### src/rtl/vdp_cpu_port.sv
// vdp_cpu_port -- CPU-side front end for the VDP.
//
// Samples an asynchronous 6502-style bus into the clk domain, queues CPU
// writes in a small FIFO and replays them to the VDP as single-cycle strobes
// separated by at least GAP_CYCLES idle cycles. A status register at
// address 3 lets the CPU poll the queue state.
//
// Ports:
//   clk, reset            system clock, synchronous active-high reset
//   cpu_phi2, cpu_cs_n,   raw CPU bus pins, asynchronous to clk
//   cpu_rw, cpu_addr,
//   cpu_data_in
//   cpu_data_out          registered read data (status at addr 3, else 0)
//   cpu_data_oe           combinational bus drive enable from raw pins
//   vdp_mode, vdp_data    register select / data to the VDP, held between strobes
//   vdp_write             one-cycle write strobe to the VDP
//   irq_n                 low while the FIFO is empty (registered)
module vdp_cpu_port #(
  parameter int FIFO_DEPTH = 8,
  parameter int GAP_CYCLES = 1
) (
  input  logic       clk,
  input  logic       reset,
  input  logic       cpu_phi2,
  input  logic       cpu_cs_n,
  input  logic       cpu_rw,
  input  logic [1:0] cpu_addr,
  input  logic [7:0] cpu_data_in,
  output logic [7:0] cpu_data_out,
  output logic       cpu_data_oe,
  output logic [1:0] vdp_mode,
  output logic       vdp_write,
  output logic [7:0] vdp_data,
  output logic       irq_n
);

  localparam int PTR_W = $clog2(FIFO_DEPTH);

  typedef enum logic {ST_IDLE, ST_GAP} state_t;

  // Bus synchronisers and the held copy of the bus fields.
  logic       phi2_s1_reg, phi2_s2_reg, phi2_s3_reg;
  logic       cs_n_s1_reg, cs_n_s2_reg;
  logic       rw_s1_reg, rw_s2_reg;
  logic [1:0] addr_s1_reg, addr_s2_reg;
  logic [7:0] data_s1_reg, data_s2_reg;
  logic       cs_n_h_reg, rw_h_reg;
  logic [1:0] addr_h_reg;
  logic [7:0] data_h_reg;

  // FIFO state.
  logic [9:0]       fifo_mem [FIFO_DEPTH];
  logic [PTR_W-1:0] wr_ptr_reg, rd_ptr_reg;
  logic [3:0]       count_reg;
  logic             overflow_reg;

  // Drain FSM.
  state_t     state_reg, state_next;
  logic [2:0] gap_cnt_reg, gap_cnt_next;
  logic       pop;

  // Output registers.
  logic       vdp_write_reg;
  logic [1:0] vdp_mode_reg;
  logic [7:0] vdp_data_reg;
  logic [7:0] cpu_data_out_reg;
  logic       irq_n_reg;

  logic       bus_event, wr_event, push_req, flush, clr_ovf;
  logic       empty, full, push_ok, ovf_set;
  logic [7:0] status;

  always_ff @(posedge clk) begin
    if (reset) begin
      phi2_s1_reg <= 1'b0;
      phi2_s2_reg <= 1'b0;
      phi2_s3_reg <= 1'b0;
      cs_n_s1_reg <= 1'b0;
      cs_n_s2_reg <= 1'b0;
      rw_s1_reg   <= 1'b0;
      rw_s2_reg   <= 1'b0;
      addr_s1_reg <= 2'd0;
      addr_s2_reg <= 2'd0;
      data_s1_reg <= 8'd0;
      data_s2_reg <= 8'd0;
      cs_n_h_reg  <= 1'b0;
      rw_h_reg    <= 1'b0;
      addr_h_reg  <= 2'd0;
      data_h_reg  <= 8'd0;
    end else begin
      phi2_s1_reg <= cpu_phi2;
      phi2_s2_reg <= phi2_s1_reg;
      phi2_s3_reg <= phi2_s2_reg;
      cs_n_s1_reg <= cpu_cs_n;
      cs_n_s2_reg <= cs_n_s1_reg;
      rw_s1_reg   <= cpu_rw;
      rw_s2_reg   <= rw_s1_reg;
      addr_s1_reg <= cpu_addr;
      addr_s2_reg <= addr_s1_reg;
      data_s1_reg <= cpu_data_in;
      data_s2_reg <= data_s1_reg;
      // Capture while phi2 is high so the falling-edge event uses values
      // that were stable during the CPU's active phase.
      if (phi2_s2_reg) begin
        cs_n_h_reg <= cs_n_s2_reg;
        rw_h_reg   <= rw_s2_reg;
        addr_h_reg <= addr_s2_reg;
        data_h_reg <= data_s2_reg;
      end
    end
  end

  assign bus_event = ~phi2_s2_reg & phi2_s3_reg & ~cs_n_h_reg;
  assign wr_event  = bus_event & ~rw_h_reg;
  assign push_req  = wr_event & (addr_h_reg != 2'd3);
  assign flush     = wr_event & (addr_h_reg == 2'd3);
  assign clr_ovf   = bus_event & rw_h_reg & (addr_h_reg == 2'd3);

  assign empty   = (count_reg == 4'd0);
  assign full    = (count_reg == 4'(FIFO_DEPTH));
  // A pop in the same cycle frees a slot, so a push into a full FIFO succeeds.
  assign push_ok = push_req & (~full | pop);
  assign ovf_set = push_req & full & ~pop;
  assign status  = {empty, full, overflow_reg, 1'b0, count_reg};

  always_ff @(posedge clk) begin
    if (push_ok) begin
      fifo_mem[wr_ptr_reg] <= {addr_h_reg, data_h_reg};
    end
  end

  always_ff @(posedge clk) begin
    if (reset) begin
      wr_ptr_reg <= '0;
      rd_ptr_reg <= '0;
      count_reg  <= 4'd0;
    end else if (flush) begin
      // Any pop this cycle still reads the old head; the queue is then empty.
      rd_ptr_reg <= wr_ptr_reg;
      count_reg  <= 4'd0;
    end else begin
      if (push_ok) wr_ptr_reg <= wr_ptr_reg + PTR_W'(1);
      if (pop)     rd_ptr_reg <= rd_ptr_reg + PTR_W'(1);
      case ({push_ok, pop})
        2'b10:   count_reg <= count_reg + 4'd1;
        2'b01:   count_reg <= count_reg - 4'd1;
        default: count_reg <= count_reg;
      endcase
    end
  end

  always_ff @(posedge clk) begin
    if (reset) begin
      overflow_reg <= 1'b0;
    end else if (ovf_set) begin
      overflow_reg <= 1'b1;
    end else if (clr_ovf) begin
      overflow_reg <= 1'b0;
    end
  end

  always_ff @(posedge clk) begin
    if (reset) begin
      state_reg   <= ST_IDLE;
      gap_cnt_reg <= 3'd0;
    end else begin
      state_reg   <= state_next;
      gap_cnt_reg <= gap_cnt_next;
    end
  end

  // The strobe cycle itself is spent in GAP, and the IDLE cycle before the
  // next pop is also idle, so GAP_CYCLES-1 extra GAP cycles give exactly
  // GAP_CYCLES low cycles between strobes.
  always_comb begin
    state_next   = state_reg;
    gap_cnt_next = gap_cnt_reg;
    pop          = 1'b0;
    case (state_reg)
      ST_IDLE: begin
        if (!empty) begin
          pop          = 1'b1;
          state_next   = ST_GAP;
          gap_cnt_next = 3'(GAP_CYCLES - 1);
        end
      end
      ST_GAP: begin
        if (gap_cnt_reg == 3'd0) begin
          state_next = ST_IDLE;
        end else begin
          gap_cnt_next = gap_cnt_reg - 3'd1;
        end
      end
      default: state_next = ST_IDLE;
    endcase
  end

  always_ff @(posedge clk) begin
    if (reset) begin
      vdp_write_reg    <= 1'b0;
      vdp_mode_reg     <= 2'd0;
      vdp_data_reg     <= 8'd0;
      cpu_data_out_reg <= 8'h80;
      irq_n_reg        <= 1'b0;
    end else begin
      vdp_write_reg <= pop;
      if (pop) begin
        {vdp_mode_reg, vdp_data_reg} <= fifo_mem[rd_ptr_reg];
      end
      cpu_data_out_reg <= (addr_s2_reg == 2'd3) ? status : 8'h00;
      irq_n_reg        <= ~empty;
    end
  end

  assign cpu_data_oe  = ~cpu_cs_n & cpu_rw & cpu_phi2;
  assign cpu_data_out = cpu_data_out_reg;
  assign vdp_write    = vdp_write_reg;
  assign vdp_mode     = vdp_mode_reg;
  assign vdp_data     = vdp_data_reg;
  assign irq_n        = irq_n_reg;

endmodule

### config.mk
export PLATFORM = sky130hd
export DESIGN_NAME = vdp_cpu_port
export DESIGN_NICKNAME = d
export VERILOG_FILES = /design/src/rtl/vdp_cpu_port.sv
export SDC_FILE = /design/constraint.sdc
export NUM_CORES = 1
export LEC_CHECK = 0
export ABC_AREA = 1
export CAP_MARGIN = 25
export CORE_MARGIN = 2
export CORE_UTILIZATION = 33
export DETAILED_ROUTE_END_ITERATION = 7
export GPL_ROUTABILITY_DRIVEN = 0
export RECOVER_POWER = 25
export SYNTH_ARGS = -nofsm -noshare
export SYNTH_HDL_FRONTEND = slang
export SYNTH_SLANG_ARGS = --single-unit
### constraint.sdc
create_clock -name clk -period 2 [get_ports clk]
set_clock_uncertainty 0.05 [all_clocks]
set_input_delay 0.2 -clock clk [delete_from_list [all_inputs] [get_ports clk]]
set_output_delay 0.2 -clock clk [all_outputs]
set_load 0.005 [all_outputs]
==> flow_metrics.env <==
export IMPL_status="completed"
export IMPL_pwr_share_comb_pct=22.7
export IMPL_ys_types=32
export IMPL_startpoint_type="flip-flop"
export IMPL_clockBufferDepth=2
export IMPL_critPathCaptureType="flip-flop"
export IMPL_dp_hpwl_um=7610
export IMPL_grt_setup_unrepaired="no"
export IMPL_design_area_um2=6919
export IMPL_worstPathArrival_ns=1.90
export IMPL_muxShareOfSynthArea_pct=0
export IMPL_grt_util_all_layers_pct=13.24
export IMPL_swShare_pct=29.73
export IMPL_ir_worst_vdd_mv=0.6105
export IMPL_synth_xor_area_share_pct=0.1520
export IMPL_die_h_um=136.1
export IMPL_synth_seq_area_share_pct=67.06
export IMPL_clk_pin_slew_ns=0.06
export IMPL_cp_max_fo=10
export IMPL_viasPerCell=4.606
export IMPL_cts_made_buffers=17
export IMPL_grt_pass1_vias=3802
export IMPL_synth_simple_gate_area_share_pct=15.59
export IMPL_h_tree_depth=4
export IMPL_slew_viol_final=0
export IMPL_final_layout_size_suffix_gt1_share_pct=10.47
export IMPL_pre_cts_slack_ns=0.1808
export IMPL_fillers=1695
export IMPL_drc_errors=0
export IMPL_power_mw=8.254
export IMPL_yosys_area_top_type="edfxtp_1"
export IMPL_syn_area_um2=5762
export IMPL_timing_final_crit_share_pct=92.20
export IMPL_final_antenna_net_count=0
export IMPL_drv_cap=0
export IMPL_routed_wirelength_um=11390
export IMPL_overflow=0
export IMPL_p_int_mw=5.800
export IMPL_postSynthAreaPerCell_um2=10.40
export IMPL_placed_cells=805
export IMPL_ios=36
export IMPL_fmax_mhz=542.3
export IMPL_path_buf_inv=3
export IMPL_power_density_nw_per_um2=1193
export IMPL_drt_iter0_markers=212
export IMPL_grt_pass1_wl_um=18730
export IMPL_cts_root_buf="clkbuf_16"
export IMPL_relSlewSlack_pct=58.22
export IMPL_core_um2=17180
export IMPL_first_pass_iters=5
export IMPL_fin_nets=619
export IMPL_diodes=0
export IMPL_finalNonFillerCells=836
export IMPL_area_growth_pct=20.09
export IMPL_worstSetupPathType="reg2reg"
export IMPL_crit_chain="nor2_4 > nand3_2 > nor2_1 > nor2_2 > inv_2 > nor2_2 > inv_2 > nor3_2 > buf_4"
export IMPL_leakage_nw=2.593
export IMPL_cts_resized=0
export IMPL_via_count=3851
export IMPL_grt_max_degree=44
export IMPL_initial_utilization_pct=33.54
export IMPL_port_buffers=34
export IMPL_largest_register="fifo_mem"
export IMPL_cts_tree="built"
export IMPL_insertion_delay_ns=0.41
export IMPL_tightest_slew_ns=0.6258
export IMPL_synth_fp_nets=574
export IMPL_layout_setup_ws_ns=0.1559
export IMPL_fin_setup_tns_ns=0
export IMPL_setup_viol=0
export IMPL_synth_compound_area_share_pct=10.51
export IMPL_cp_required_ns=2.06
export IMPL_net_switching_power_mw=2.454
export IMPL_seqPwrFrac_pct=43.5
export IMPL_yosysWarnings=0
export IMPL_hold_class="in2reg"
export IMPL_syn_inst=554
export IMPL_yosysTopAreaCellShare_pct=41.69
export IMPL_rows=48
export IMPL_cts_sinks=153
export IMPL_wl_per_cell_um=13.63
export IMPL_die_area_um2=18530
export IMPL_holdBufCountCts=0
export IMPL_cts_setup_buffers=0
export IMPL_die_w_um=136.1
export IMPL_cp_top_family="simple AND/OR/NAND/NOR gates"
export IMPL_synth_top_family_by_area="simple AND/OR/NAND/NOR gates"
export IMPL_period_needed_ns=1.844
export IMPL_grt_antenna_before_repair=0
export IMPL_cpPeakStageDelay_ns=0.46
export IMPL_synthAdderAreaFrac_pct=1.086
export IMPL_largest_register_ffs=80
export IMPL_p_clk_share_pct=33.8
export IMPL_synth_seq_cells=153
export IMPL_crit_path_top_delay_cell="dfxtp_1"
export IMPL_postPlaceCellArea_um2=6410
export IMPL_hold_viol=0
export IMPL_synth_area_leaders="edfxtp_1, dfxtp_1, nor2_1, o21ai_0, inv_1"
-- kinds of logic (layout without fill, tap and decap cells) --
kind of cell | count (synthesis) | after routing
AOI/OAI and AO/OA | 106 | 106
xor gates and xnor gates | 1 | 1
adders and majority gates | 5 | 5
buffers and inverters | 82 | 139
DFF | 153 | 153
other | 1 | 1
and+or+nand+nor | 206 | 206
-- metal layers --
layer	track usage, %	wire [um]	up-vias
li1	-	-	1946
met4	5.324	127	0
met2	21.11	5411	89
met5	0	0	-
met3	3.803	585	8
met1	16.94	5267	1808
-- through the flow --
stage          hold WS, ns  util (%)
2_1_floorplan       0.2570         -
3_3_place_gp        0.3428     37.32
3_5_place_dp        0.3431     37.32
4_1_cts             0.2367     40.33
5_1_grt             0.2454     40.28
6_report            0.2552     40.28
-- area by class of cell --
class	count	area, um2	area share (%)
tap	225	281.5	4.069
clock buffer	27	496.7	7.179
inverter	56	210.2	3.038
sequential	153	3864	55.84
timing repair buffer	52	467.9	6.763
multi-input combinational	319	1579	22.82
clock inverter	4	20.02	0.2893
-- cells in the mapped netlist --
cell type,count
nand3_2,3
nand2_1,37
nand2_2,2
nor3_2,2
buf_4,1
buf_2,6
clkbuf_1,17
a21oi_1,21
conb_1,1
nand2_4,2
o22ai_1,2
dfxtp_1,73
o221ai_1,1
a21oi_4,1
edfxtp_1,80
inv_2,6
ha_1,5
inv_1,49
nor3_1,5
nand4_4,1
o211ai_1,21
a211oi_1,1
nor2_4,2
nor2_1,128
o21ai_1,5
a31oi_1,2
nor2_2,4
buf_1,2
o21ai_0,52
xor2_1,1
clkinv_1,1
nand3_1,20
-- power groups by stage --
stage	logic [mW]	clock network (mW)	registers [mW]
finish	1.87	2.79	3.59
floorplan	1.27	0	3.64
CTS	1.87	2.86	3.59
global placement	1.81	0	3.64
global route	2.08	3.03	3.61
detailed placement	1.86	0	3.65
-- worst paths after layout --
path,start,to,slack (ns),cells after the start
min,cpu_addr[1],addr_s1_reg[1],0.26,3
max,count_reg[0],fifo_mem[3][0],0.16,9
max reg2reg,count_reg[0],fifo_mem[3][0],0.16,9
min reg2reg,data_s1_reg[5],data_s2_reg[5],0.35,2
-- worst register-to-register path, stage by stage, from the launching register on --
cell,delay [ns]
dfxtp_1,0.46
nor2_4,0.10
nand3_2,0.10
nor2_1,0.07
nor2_2,0.18
inv_2,0.07
nor2_2,0.13
inv_2,0.08
nor3_2,0.10
buf_4,0.20
-- layout by cell type, fill, tap and decap left out, drive strengths merged, types with 21 or more instances in the layout --
cell,Yosys,layout
inv,55,55
nand2,41,41
o211ai,21,21
clkdlybuf4s50,0,34
clkbuf,17,29
edfxtp,80,80
nand3,23,23
nor2,134,134
dfxtp,73,73
a21oi,22,22
o21ai,57,57
Power figures use the tool's default switching activity.
